### src/rtl/amm_pkg.sv
// Shared defaults, state type and helpers for the Avalon-MM write master.
package amm_pkg;

    localparam int unsigned DEFAULT_ADDRESSWIDTH = 28;
    localparam int unsigned DEFAULT_DATAWIDTH    = 32;
    localparam int unsigned DEFAULT_FIFO_DEPTH   = 32;
    localparam int unsigned BYTES_PER_WORD       = DEFAULT_DATAWIDTH / 8;

    typedef enum logic {
        IDLE,
        RUN
    } state_e;

    function automatic int unsigned bytes_per_word(input int unsigned data_width);
        return data_width / 8;
    endfunction

endpackage

### src/rtl/amm_write_master_if.sv
// Control, user write-buffer and Avalon-MM signals of the write master, seen from both sides.
interface amm_write_master_if
    import amm_pkg::*;
#(
    parameter int unsigned ADDRESSWIDTH = DEFAULT_ADDRESSWIDTH,
    parameter int unsigned DATAWIDTH    = DEFAULT_DATAWIDTH
);

    logic                      control_fixed_location;
    logic [ADDRESSWIDTH-1:0]   control_write_base;
    logic [ADDRESSWIDTH-1:0]   control_write_length;
    logic                      control_go;
    logic                      control_done;

    logic                      user_write_buffer;
    logic [DATAWIDTH-1:0]      user_buffer_data;
    logic                      user_buffer_full;

    logic [ADDRESSWIDTH-1:0]   master_address;
    logic                      master_write;
    logic [DATAWIDTH/8-1:0]    master_byteenable;
    logic [DATAWIDTH-1:0]      master_writedata;
    logic                      master_waitrequest;

    modport master (
        input  control_fixed_location,
        input  control_write_base,
        input  control_write_length,
        input  control_go,
        output control_done,
        input  user_write_buffer,
        input  user_buffer_data,
        output user_buffer_full,
        output master_address,
        output master_write,
        output master_byteenable,
        output master_writedata,
        input  master_waitrequest
    );

    modport slave (
        output control_fixed_location,
        output control_write_base,
        output control_write_length,
        output control_go,
        input  control_done,
        output user_write_buffer,
        output user_buffer_data,
        input  user_buffer_full,
        input  master_address,
        input  master_write,
        input  master_byteenable,
        input  master_writedata,
        output master_waitrequest
    );

endinterface

### src/rtl/sync_fifo.sv
// Show-ahead synchronous FIFO: head_data is the oldest word whenever empty is low.
module sync_fifo #(
    parameter int unsigned  WIDTH = 32,
    parameter int unsigned  DEPTH = 32,
    localparam int unsigned PTR_W = $clog2(DEPTH),
    localparam int unsigned CNT_W = $clog2(DEPTH + 1)
) (
    input  logic             clk,
    input  logic             n_rst,
    input  logic             push,
    input  logic [WIDTH-1:0] push_data,
    input  logic             pop,
    output logic [WIDTH-1:0] head_data,
    output logic [CNT_W-1:0] count,
    output logic             full,
    output logic             empty
);

    logic [WIDTH-1:0] mem_q [DEPTH];
    logic [PTR_W-1:0] wr_ptr_q, wr_ptr_d;
    logic [PTR_W-1:0] rd_ptr_q, rd_ptr_d;
    logic [CNT_W-1:0] count_q, count_d;
    logic             do_push;
    logic             do_pop;

    assign full    = (count_q == CNT_W'(DEPTH));
    assign empty   = (count_q == '0);
    // A push while full is dropped even if a pop frees a slot in the same cycle.
    assign do_push = push && !full;
    assign do_pop  = pop && !empty;

    always_comb begin
        wr_ptr_d = wr_ptr_q;
        rd_ptr_d = rd_ptr_q;
        count_d  = count_q;
        if (do_push) begin
            wr_ptr_d = wr_ptr_q + PTR_W'(1);
        end
        if (do_pop) begin
            rd_ptr_d = rd_ptr_q + PTR_W'(1);
        end
        unique case ({do_push, do_pop})
            2'b10:   count_d = count_q + CNT_W'(1);
            2'b01:   count_d = count_q - CNT_W'(1);
            default: count_d = count_q;
        endcase
    end

    always_ff @(posedge clk or negedge n_rst) begin
        if (!n_rst) begin
            wr_ptr_q <= '0;
            rd_ptr_q <= '0;
            count_q  <= '0;
        end else begin
            wr_ptr_q <= wr_ptr_d;
            rd_ptr_q <= rd_ptr_d;
            count_q  <= count_d;
        end
    end

    always_ff @(posedge clk) begin
        if (do_push) begin
            mem_q[wr_ptr_q] <= push_data;
        end
    end

    assign head_data = mem_q[rd_ptr_q];
    assign count     = count_q;

endmodule

### src/rtl/amm_write_master.sv
// Avalon-MM write master: buffers user words and writes them one per beat to base..base+length.
module amm_write_master
    import amm_pkg::*;
#(
    parameter int unsigned ADDRESSWIDTH = DEFAULT_ADDRESSWIDTH,
    parameter int unsigned DATAWIDTH    = DEFAULT_DATAWIDTH,
    parameter int unsigned FIFO_DEPTH   = DEFAULT_FIFO_DEPTH
) (
    input logic                clk,
    input logic                n_rst,
    amm_write_master_if.master bus
);

    localparam int unsigned BPW   = bytes_per_word(DATAWIDTH);
    localparam int unsigned CNT_W = $clog2(FIFO_DEPTH + 1);
    localparam logic [ADDRESSWIDTH-1:0] WORD_STEP = ADDRESSWIDTH'(BPW);
    localparam logic [ADDRESSWIDTH-1:0] LEN_MASK  = ~ADDRESSWIDTH'(BPW - 1);

    state_e                  state_q, state_d;
    logic [ADDRESSWIDTH-1:0] addr_q, addr_d;
    logic [ADDRESSWIDTH-1:0] remaining_q, remaining_d;
    logic                    fixed_q, fixed_d;
    logic [ADDRESSWIDTH-1:0] job_len;

    logic                    write_req;
    logic                    accept;
    logic                    fifo_full;
    logic                    fifo_empty;
    logic [CNT_W-1:0]        fifo_count;
    logic [DATAWIDTH-1:0]    fifo_head;

    sync_fifo #(
        .WIDTH (DATAWIDTH),
        .DEPTH (FIFO_DEPTH)
    ) u_fifo (
        .clk       (clk),
        .n_rst     (n_rst),
        .push      (bus.user_write_buffer),
        .push_data (bus.user_buffer_data),
        .pop       (accept),
        .head_data (fifo_head),
        .count     (fifo_count),
        .full      (fifo_full),
        .empty     (fifo_empty)
    );

    // Derived only from state and FIFO count registers, so it is glitch-free and
    // drops on the same edge that retires the last word of the job.
    assign write_req = (state_q == RUN) && !fifo_empty;
    assign accept    = write_req && !bus.master_waitrequest;
    assign job_len   = bus.control_write_length & LEN_MASK;

    always_comb begin
        state_d     = state_q;
        addr_d      = addr_q;
        remaining_d = remaining_q;
        fixed_d     = fixed_q;
        unique case (state_q)
            IDLE: begin
                if (bus.control_go) begin
                    addr_d      = bus.control_write_base;
                    remaining_d = job_len;
                    fixed_d     = bus.control_fixed_location;
                    if (job_len != '0) begin
                        state_d = RUN;
                    end
                end
            end
            RUN: begin
                // control_go is deliberately ignored here; the running job stays intact.
                if (accept) begin
                    remaining_d = remaining_q - WORD_STEP;
                    if (!fixed_q) begin
                        addr_d = addr_q + WORD_STEP;
                    end
                    if (remaining_q == WORD_STEP) begin
                        state_d = IDLE;
                    end
                end
            end
            default: state_d = IDLE;
        endcase
    end

    always_ff @(posedge clk or negedge n_rst) begin
        if (!n_rst) begin
            state_q     <= IDLE;
            addr_q      <= '0;
            remaining_q <= '0;
            fixed_q     <= 1'b0;
        end else begin
            state_q     <= state_d;
            addr_q      <= addr_d;
            remaining_q <= remaining_d;
            fixed_q     <= fixed_d;
        end
    end

    assign bus.control_done      = (state_q == IDLE);
    assign bus.user_buffer_full  = fifo_full;
    assign bus.master_address    = addr_q;
    assign bus.master_write      = write_req;
    assign bus.master_byteenable = '1;
    assign bus.master_writedata  = fifo_head;

    // FIFO bookkeeping consistency: empty flag and occupancy must never disagree.
    assert property (@(posedge clk) disable iff (!n_rst)
        (fifo_empty == (fifo_count == '0)) && (fifo_count <= CNT_W'(FIFO_DEPTH)));

endmodule
### src/flat_wrapper.sv
// flat-port wrapper written by rule: the top's interface ports become plain ports
module amm_write_master_flat import amm_pkg::*;
#(
    parameter int unsigned ADDRESSWIDTH = DEFAULT_ADDRESSWIDTH,
    parameter int unsigned DATAWIDTH    = DEFAULT_DATAWIDTH,
    parameter int unsigned FIFO_DEPTH   = DEFAULT_FIFO_DEPTH
)
  (clk, n_rst, bus_control_fixed_location, bus_control_write_base, bus_control_write_length, bus_control_go, bus_control_done, bus_user_write_buffer, bus_user_buffer_data, bus_user_buffer_full, bus_master_address, bus_master_write, bus_master_byteenable, bus_master_writedata, bus_master_waitrequest);
  amm_write_master_if #(.ADDRESSWIDTH(ADDRESSWIDTH), .DATAWIDTH(DATAWIDTH)) bus_i ();
  input logic clk;
  input logic n_rst;
  input wire logic [$bits(bus_i.control_fixed_location)-1:0] bus_control_fixed_location;
  input wire logic [$bits(bus_i.control_write_base)-1:0] bus_control_write_base;
  input wire logic [$bits(bus_i.control_write_length)-1:0] bus_control_write_length;
  input wire logic [$bits(bus_i.control_go)-1:0] bus_control_go;
  output wire logic [$bits(bus_i.control_done)-1:0] bus_control_done;
  input wire logic [$bits(bus_i.user_write_buffer)-1:0] bus_user_write_buffer;
  input wire logic [$bits(bus_i.user_buffer_data)-1:0] bus_user_buffer_data;
  output wire logic [$bits(bus_i.user_buffer_full)-1:0] bus_user_buffer_full;
  output wire logic [$bits(bus_i.master_address)-1:0] bus_master_address;
  output wire logic [$bits(bus_i.master_write)-1:0] bus_master_write;
  output wire logic [$bits(bus_i.master_byteenable)-1:0] bus_master_byteenable;
  output wire logic [$bits(bus_i.master_writedata)-1:0] bus_master_writedata;
  input wire logic [$bits(bus_i.master_waitrequest)-1:0] bus_master_waitrequest;
  assign bus_i.control_fixed_location = bus_control_fixed_location;
  assign bus_i.control_write_base = bus_control_write_base;
  assign bus_i.control_write_length = bus_control_write_length;
  assign bus_i.control_go = bus_control_go;
  assign bus_control_done = bus_i.control_done;
  assign bus_i.user_write_buffer = bus_user_write_buffer;
  assign bus_i.user_buffer_data = bus_user_buffer_data;
  assign bus_user_buffer_full = bus_i.user_buffer_full;
  assign bus_master_address = bus_i.master_address;
  assign bus_master_write = bus_i.master_write;
  assign bus_master_byteenable = bus_i.master_byteenable;
  assign bus_master_writedata = bus_i.master_writedata;
  assign bus_i.master_waitrequest = bus_master_waitrequest;
  amm_write_master #(.ADDRESSWIDTH(ADDRESSWIDTH), .DATAWIDTH(DATAWIDTH), .FIFO_DEPTH(FIFO_DEPTH)) u_core (.clk(clk), .n_rst(n_rst), .bus(bus_i));
endmodule
### config.mk
export PLATFORM = sky130hd
export DESIGN_NAME = amm_write_master_flat
export DESIGN_NICKNAME = d
export VERILOG_FILES = /design/src/rtl/amm_pkg.sv /design/src/rtl/amm_write_master_if.sv /design/src/rtl/sync_fifo.sv /design/src/rtl/amm_write_master.sv /design/src/flat_wrapper.sv
export SDC_FILE = /design/constraint.sdc
export NUM_CORES = 1
export LEC_CHECK = 0
export ABC_AREA = 0
export CELL_PAD_IN_SITES_DETAIL_PLACEMENT = 1
export CELL_PAD_IN_SITES_GLOBAL_PLACEMENT = 1
export CORE_ASPECT_RATIO = 0.7
export CORE_UTILIZATION = 53
export DETAILED_ROUTE_END_ITERATION = 16
export PLACE_DENSITY = 0.84
export SKIP_LAST_GASP = 1
export SYNTH_ARGS = -nofsm -noshare
export SYNTH_HDL_FRONTEND = slang
export SYNTH_SLANG_ARGS = --single-unit
### constraint.sdc
create_clock -name clk -period 4.4 [get_ports clk]
set_input_delay 0.88 -clock clk [delete_from_list [all_inputs] [get_ports clk]]
set_output_delay 0.88 -clock clk [all_outputs]
set_load 0.01 [all_outputs]
# [Word-level counts from Yosys, hierarchy flattened]
# Memory sizes are Yosys's and may differ from the RTL's.
# Index checks and enable logic that the tools add are counted.
[classes] add_sub_neg=6 eq_ne=7 mux=15 bitwise_logic=1 reduce_logical=13
[op_table] op="2-to-1 mux 28 bit" n=5
[op_table] op="case mux 28 bit (2 select lines)" n=2
[op_table] op="adder 28 x 3 -> 28 bit (second input constant)" n=1
[op_table] op="== test 28 x 3 -> 1 bit (second input constant)" n=1
[op_table] op="nonzero test 28 bit" n=1
[op_table] op="subtractor 28 x 3 -> 28 bit (second input constant)" n=1
[op_table] op="case mux 6 bit (2 select lines)" n=1
[op_table] op="adder 5 x 1 -> 5 bit (second input constant)" n=2
[op_table] op="adder 6 x 1 -> 6 bit (second input constant)" n=1
[op_table] op="== test 6 bit (second input constant)" n=1
[op_table] op="logical NOT 6 bit" n=1
[op_table] op="2-to-1 mux 1 bit" n=6
[op_table] op="inequality test 2 bit (second input constant)" n=3
[op_table] op="subtractor 6 x 1 -> 6 bit (second input constant)" n=1
[op_table] op="logical AND 1 bit" n=4
[op_table] op="AND reduction 2 bit" n=2
[op_table] op="logical NOT 1 bit" n=3
[op_table] op="AND reduction 3 bit" n=1
[op_table] op="== test 2 x 1 -> 1 bit (second input constant)" n=1
[op_table] op="== test 2 bit (second input constant)" n=1
[op_table] op="case mux 1 bit (2 select lines)" n=1
[op_table] op="nonzero test 2 bit" n=1
[op_table] op="inverter 1 bit" n=1
[totals] reg_bits=74 ram_bits=1024 out_inout_bits=67 wordCells=50 mem_count=1
[memory_table] memory="u_core.u_fifo.mem_q" depth=32 width=32 rd=1 rd_ports_with_merged_regs=0 write_ports=1 line="sync_fifo.sv:19" source="logic [WIDTH-1:0] mem_q [DEPTH];"

# [Depth between registers and ports, before layout]
# Gate-level depths: netlist of the first run.
[depth] ltp_word=7 ltp_mapped=13 mapped_depth_nobuf=12

# [By module]
# From an unflattened synthesis of the first run, not the netlist that was laid out.
[hier_totals] cells_unflattened=2277 area_unflattened_um2=43762.0
[by_module_without_submodules] module="sync_fifo" instances=1 cells_per_inst=1810 area_per_inst_um2=39862.0 seq_area_each_um2=31149.9
[by_module_without_submodules] module="amm_write_master" instances=1 cells_per_inst=467 area_per_inst_um2=3900.0 seq_area_each_um2=1401.3

# [Least setup slack after synthesis of the first run]
# No wires, ideal clock.
[synth_path] kind="input to register" startpoint="input bus_user_write_buffer" endpoint="memory u_core.u_fifo.mem_q[27][0], enable pin" t_arrival_ps=3072 required_ps=3979 slack_ps=907 stages=5 path_buffers=1 path_cell_list="inv_1 > a31oi_1 > nand2_1 > clkbuf_1 > nor2_1"
[synth_via] elab_chain_cells=3
[synth_lines] element="start, declared" line="flat_wrapper.sv:17" source="input wire logic [$bits(bus_i.user_write_buffer)-1:0] bus_user_write_buffer;"
[synth_lines] element="logical AND 1 bit" line="sync_fifo.sv:29" source="assign do_push = push && !full;"
[synth_lines] element="2-to-1 mux 1 bit" line="sync_fifo.sv:62" source="if (do_push) begin"
[synth_lines] element="2-to-1 mux 1 bit (not written as such)" line="sync_fifo.sv:63" source="mem_q[wr_ptr_q] <= push_data;"
[synth_lines] element="end, declared" line="sync_fifo.sv:19"
# Every way passes these cells.

# [Final worst setup path of the first run]
[layout_path] startpoint="register u_core.u_fifo.rd_ptr_q[0]" endpoint="output bus_master_writedata[21]"
[layout_via] elab_chain_cells=1
[layout_lines] element="start, declared" line="sync_fifo.sv:21" source="logic [PTR_W-1:0] rd_ptr_q, rd_ptr_d;"
[layout_lines] element="start signal, assigned" line="sync_fifo.sv:56" source="rd_ptr_q <= rd_ptr_d;"
[layout_lines] element="memory (32 x 32 bit)"
[layout_lines] element="end, declared" line="flat_wrapper.sv:23" source="output wire logic [$bits(bus_i.master_writedata)-1:0] bus_master_writedata;"
# Every way passes these cells.

==> impl_metrics.ini, run 1 <==
[logic_synthesis]
synth_top_family_by_area = multiplexers
synth_ff_type = edfxtp_1
syn_area_per_cell_um2 = 19.2
syn_area_mm2 = 0.0431
yosysWarnings = 0
async_reset_ff_share_pct = 6.57
synth_edf_count = 1024
muxShareOfSynthArea_pct = 13.3
synthXorXnorAreaFrac_pct = 0.223
synth-simple-area-share_pct = 2.98
synth_cell_types = 63
synth_fa_ha_area_share_pct = 0.423
synthCells = 2251
ys_seq_area_share_pct = 75.5
ys_ff_latch = 1096
synth_compound_area_share_pct = 6.10

[power_and_ir_drop]
p_int_w = 0.0217
power_w = 0.0331
power_density_mw_per_mm2 = 650
ir_drop_v = 0.000402
p_seq_share_pct = 38.3
leakagePower_nw = 16.6
pwr-share-comb_pct = 33.4
p_sw_share_pct = 34.5
pwr-share-clk_pct = 28.3
power.net_switching_w = 0.0114

[die]
die_h_um = 241
die_w_um = 343
io-pin-count = 161
core_mm2 = 0.0806
initial_utilization_pct = 53.6
die-area_mm2 = 0.0826
rows = 87

[timing]
fin_tns_setup_ns = -0.462
final-setup-viol-count = 10
hold_viol = 0
fmax_ghz = 0.222
slew_violations = 0
finClkSkew_ns = 0.0579
grt_setup_unrepaired = true
fin_ws_ns = -0.106
max_slew_margin_pct = 2.16
tightest_slew_ns = 1.46
period_needed_ns = 4.51
period_share_pct = 102

[worst_setup_path]
cp_max_fo = 17
criticalPathCategory = reg -> out
crit_path_start = u_core.u_fifo.rd_ptr_q[0]$_DFFE_PN0P_
cp_data_arrival_time_ns = 3.63
crit_path_start_kind = flip-flop
reg2reg_depth = 11
cp.required_ns = 3.52
r2r_slack_ns = 0.55
r2r-start = u_core.u_fifo.count[2]$_DFFE_PN0P_
end_kind = primary output

[detailed_routing]
num_vias = 27300
first_iter_violations = 4926
routed_wl_um = 155000
drc = 0
avgViaCountPerCell = 7.48
wl_per_cell_um = 42.5
dr.pass1.iters = 6
ant_nets = 0

[global_routing]
grt_use_met3_pct = 10.2
grt_pass1_vias = 27400
grt_pass1_wl_um = 210000
antenna_found_initial = 4
grt.total_usage_pct = 36.8
grt_overflow = 0
use_met2_pct = 58.0
grt_max_degree = 73
gr-usage-met1_pct = 48.1
busiest_layer = met2

[final_layout]
final_common_cell = edfxtp_1
final_cell_mix = 1024 x edfxtp_1, 192 x mux4_2, 148 x clkdlybuf4s50_1
finalInstanceArea_mm2 = 0.0508
stdcell_count = 3645
fin_nets = 2601
area_delta_synth_final_pct = 17.9
drive_gt1_share_pct = 21.1

[placement]
dp_slack_ns = 0.385
dpl.hpwl_um = 74300
numPortBuffers = 154
dp.cells = 3438
dpl_cell_area_mm2 = 0.0470
gp_congestion = 0.843

[min_path]
hold_class = in -> async

[outcome]
status = finished with violations
violations = negative setup slack

[clock_network]
cts.clk_slew.worst_paths_ns = 0.08
cts_tree = done
cts_htree_levels = 3
root_buffer = clkbuf_16
clockBufferDepth = 3
numCtsBuffers = 99
clock-sinks = 1096
clk_latency_ns = 0.71

[flow_run]
cap_violations = 0
[final timing paths]
check                                                      endpoint
hold / removal                    u_core.remaining_q[4]$_DFFE_PN0P_
hold reg to reg            u_core.bus.master_address[1]$_DFFE_PN0P_
max in group asynchronous     u_core.u_fifo.rd_ptr_q[0]$_DFFE_PN0P_
setup / recovery                           bus_master_writedata[21]
min in group clk           u_core.bus.master_address[1]$_DFFE_PN0P_
setup reg to reg                 u_core.u_fifo.count[5]$_DFFE_PN0P_
[power by group through the flow]
stage,clock [W],combinational [W],sequential (W)
after global routing,0.00957,0.0113,0.0127
after floorplan,0,0.00546,0.0125
after CTS,0.00906,0.0104,0.0126
after global placement,0,0.00900,0.0127
after detailed placement,0,0.00944,0.0128
final,0.00934,0.0111,0.0127
[cell type report]
type | count | area (um2)
flip-flops and latches | 1096 | 32600
well taps | 1068 | 1340
clock inverters | 64 | 702
fillers | 6690 | 29700
diodes | 4 | 10.0
inverters | 21 | 78.8
multi-input cells | 999 | 10300
repair buffers | 276 | 3240
clock buffers | 117 | 2590
[repair_timing]
item                                    CTS  global route
gates resized for setup                  25            19
hold buffers                              0             0
endpoints found under the setup margin   31            21
cloned                                    6             1
setup buffers                            11             4
pin swaps                                 0             2
[synth_stat cells (21+ instances only)]
cell	count	share of area (%)
mux2i_1	140	3.2
nand2_1	76	0.66
a211oi_1	64	1.1
inv_1	21	0.18
nor2_1	55	0.48
a21oi_1	81	0.94
o22ai_1	58	0.84
o221ai_1	32	0.65
edfxtp_1	1024	71
mux4_2	192	10
nand3_1	21	0.24
a22oi_1	42	0.73
dfrtp_1	72	4.2
o21ai_0	34	0.39
clkbuf_1	95	0.83
a22o_1	32	0.65
buf_2	32	0.37
[stage by stage]
step           hold slack (ns)  utilization, %
6_report                 0.358            63.1
5_1_grt                  0.438            63.1
4_1_cts                  0.381            62.9
3_5_place_dp             0.514            58.3
3_3_place_gp             0.468            58.3
2_1_floorplan            0.492               -
[metal layers]
metal / vias to the layer above / part of all wire [%]
met3: 584 / 13
met1: 13900 / 34
li1: 9859 / -
met4: 4 / 5.7
met5: - / 0.081
met2: 2891 / 47
[worst max-delay path, stage by stage, from the launching register on]
cell	delay, ns
dfrtp_4	0.56
buf_12	0.20
buf_4	0.18
bufbuf_16	0.32
mux2i_1	0.17
o221ai_1	0.35
a211oi_2	0.14
a21oi_1	0.39
clkdlybuf4s50_1	0.61
[cell families (layout without fill, tap and decap cells)]
| group | after synthesis | in the layout |
|---|---|---|
| AND/OR/NAND/NOR | 254 | 254 |
| flip-flops | 1096 | 1096 |
| other | 1 | 8 |
| adder cells (fa/ha/maj) | 14 | 14 |
| AO/OA/AOI/OAI | 383 | 383 |
| buffers and inverters | 159 | 478 |
| multiplexers | 333 | 333 |
| XOR/XNOR | 11 | 11 |
[sequential cells by signal, summed over array words and instances, names as in the netlist]
signal	flops
u_core.u_fifo.wr_ptr_q	5
u_core.u_fifo.mem_q	1024
u_core.u_fifo.rd_ptr_q	5
u_core.state_q	1
u_core.remaining_q	26
u_core.fixed_q	1
u_core.bus.master_address	28
u_core.u_fifo.count	6
Power figures use the tool's default switching activity.
==> inputs of run 2 (changes only) <==
==> constraint.sdc (replaced) <==
create_clock -name clk -period 4.4 [get_ports clk]
set_input_delay 0.88 -clock clk [delete_from_list [all_inputs] [get_ports clk]]
set_output_delay 0.88 -clock clk [all_outputs]
set_load 0.05 [all_outputs]
==> run 2 against run 1 <==
Net effect:
- the run now ends clean
- register-to-register slack better by 0.27 ns
- first-iteration DRC count down 13%
- critical path type unchanged
- power up 0.47%
- critical path depth down 2
- clock power down 2%
- core utilization down 0.38 points
- cell count down 0.16%
- combinational power about the same
- sequential power about the same
- highest routed layer unchanged
- die area unchanged
- routed wire length down 11%
- non-clock buffer count down 7
- largest cell class unchanged
- largest power group unchanged
==> impl_metrics.ini, run 2 (same netlist as run 1, synthesis figures left out) <==
[timing]
hold_viol = 0
final-setup-viol-count = 0
slew_violations = 0
max_slew_margin_pct = 8.68
fin_tns_setup_ns = 0
grt_setup_unrepaired = false
tightest_slew_ns = 1.37
fin_ws_ns = 0.0280
period_needed_ns = 4.37
period_share_pct = 99.4
fmax_ghz = 0.229
finClkSkew_ns = 0.0440

[power_and_ir_drop]
leakagePower_nw = 16.5
pwr-share-comb_pct = 34.3
p_int_w = 0.0215
p_seq_share_pct = 38.1
power_density_mw_per_mm2 = 657
ir_drop_v = 0.000422
p_sw_share_pct = 35.1
pwr-share-clk_pct = 27.5
power.net_switching_w = 0.0117

[clock_network]
clock-sinks = 1096
cts.clk_slew.worst_paths_ns = 0.07
root_buffer = clkbuf_16
cts_htree_levels = 3
clk_latency_ns = 0.70
clockBufferDepth = 3
cts_tree = done
numCtsBuffers = 100
hold_buffers = 0

[worst_setup_path]
criticalPathCategory = reg -> out
cp_max_fo = 24
crit_top_cell = buf_4
worstPathCellList = nand2b_1 > buf_4 > o22ai_1 > a211oi_2 > a21oi_1 > buf_4
crit_path_start_kind = flip-flop
cp_data_arrival_time_ns = 3.49
slowest_stage = nand2b_1
end_kind = primary output
cp_slowest_stage_delay_ns = 0.85
cp.required_ns = 3.52

[die]
die_h_um = 241
die-area_mm2 = 0.0826
initial_utilization_pct = 53.6
die_w_um = 343
rows = 87
core_mm2 = 0.0806
io-pin-count = 161

[placement]
gp_congestion = 0.838
numPortBuffers = 154
dpl.hpwl_um = 74500
dp_slack_ns = 0.464

[detailed_routing]
avgViaCountPerCell = 7.10
dr.pass1.iters = 5
drc = 0
num_vias = 25900
ant_nets = 0
wl_per_cell_um = 37.8
routed_wl_um = 137000
first_iter_violations = 4286

[final_layout]
final_cell_mix = 1024 x edfxtp_1, 192 x mux4_2, 140 x mux2i_1
drive_gt1_share_pct = 21.1
fin_nets = 2595
largest-register = u_core.u_fifo.mem_q
final_common_cell = edfxtp_1
largest_register_ffs = 1024
area_delta_synth_final_pct = 17.2

[global_routing]
grt.total_usage_pct = 33.6
antenna_found_initial = 3
grt_pass1_vias = 26700
grt_pass1_wl_um = 195000
grt_overflow = 0
grt_max_degree = 73

[min_path]
hold_class = in -> async

[outcome]
status = complete, no violations

[flow_run]
cap_violations = 0
[run 2: cell count changes in the layout (fill, tap and decap cells not counted), moves of 4 or more]
cell             change
buf_16               -7
clkdlybuf4s50_1     -27
bufbuf_16            -6
buf_4               +25
a211oi_2            -16
clkbuf_1             +4
a211oi_1            +17
buf_12              +17
[run 2: metal layers]
layer	vias to the layer above	share of wire [%]	track usage, %
li1	9855	-	-
met4	4	4.2	12.9
met1	13400	37	45.6
met5	-	0.020	0
met3	410	11	6.86
met2	2140	48	54.0
[run 2: layout make-up]
cell class / instances / area, um2
well taps: 1068 / 1340
flip-flops and latches: 1096 / 32600
multi-input cells: 999 / 10200
diodes: 1 / 2.50
repair buffers: 269 / 2990
clock buffers: 126 / 2720
fillers: 6794 / 30000
inverters: 21 / 78.8
clock inverters: 59 / 641
[run 2: worst max-delay path: cells and delay by family (launching register included)]
family                 cells  cell delay [ns]
flip-flops                 1             0.76
AND/OR/NAND/NOR            1             0.85
AO/OA/AOI/OAI              3             0.66
buffers and inverters      2             0.52
[run 2: worst paths after layout]
path / cells after the start / to / start / slack [ns]
worst max-delay path: 6 / bus_master_writedata[7] / u_core.u_fifo.rd_ptr_q[1]$_DFFE_PN0P_ / 0.03
worst min-delay path: 1 / u_core.bus.master_address[2]$_DFFE_PN0P_ / n_rst / 0.37
worst max register to register: 11 / u_core.u_fifo.count[5]$_DFFE_PN0P_ / u_core.u_fifo.count[2]$_DFFE_PN0P_ / 0.82
worst min register to register: 2 / u_core.bus.master_address[0]$_DFFE_PN0P_ / u_core.bus.master_address[0]$_DFFE_PN0P_ / 0.50
max in group asynchronous: 1 / u_core.u_fifo.rd_ptr_q[0]$_DFFE_PN0P_ / n_rst / 3.20
min in group clk: 2 / u_core.bus.master_address[0]$_DFFE_PN0P_ / u_core.bus.master_address[0]$_DFFE_PN0P_ / 0.50
[run 2: power by group through the flow]
stage | clock network (W) | logic (W) | registers, W
floorplan | 0 | 0.00654 | 0.0126
global placement | 0 | 0.0105 | 0.0127
detailed placement | 0 | 0.0109 | 0.0128
CTS | 0.00918 | 0.0113 | 0.0126
global route | 0.00946 | 0.0117 | 0.0127
finish | 0.00915 | 0.0114 | 0.0127
[run 2: what timing repair did]
| action | in CTS | in global routing |
|---|---|---|
| endpoints found under the hold margin | 0 | 0 |
| gates resized for setup | 1 | 0 |
| endpoints found under the setup margin | 12 | 0 |
| setup buffers | 2 | 0 |
[run 2: through the flow]
stage                     hold WS, ns  utilization, %  cell area, um2  cells  total power [W]
after floorplan                 0.492               -           43100   2254           0.0191
after global placement          0.466            58.6           47200   3451           0.0232
after detailed placement        0.491            58.6           47200   3451           0.0237
after CTS                       0.384            62.7           50500   3638           0.0331
after global routing            0.439            62.7           50500   3639           0.0339
final                           0.375            62.7           50500   3639           0.0332
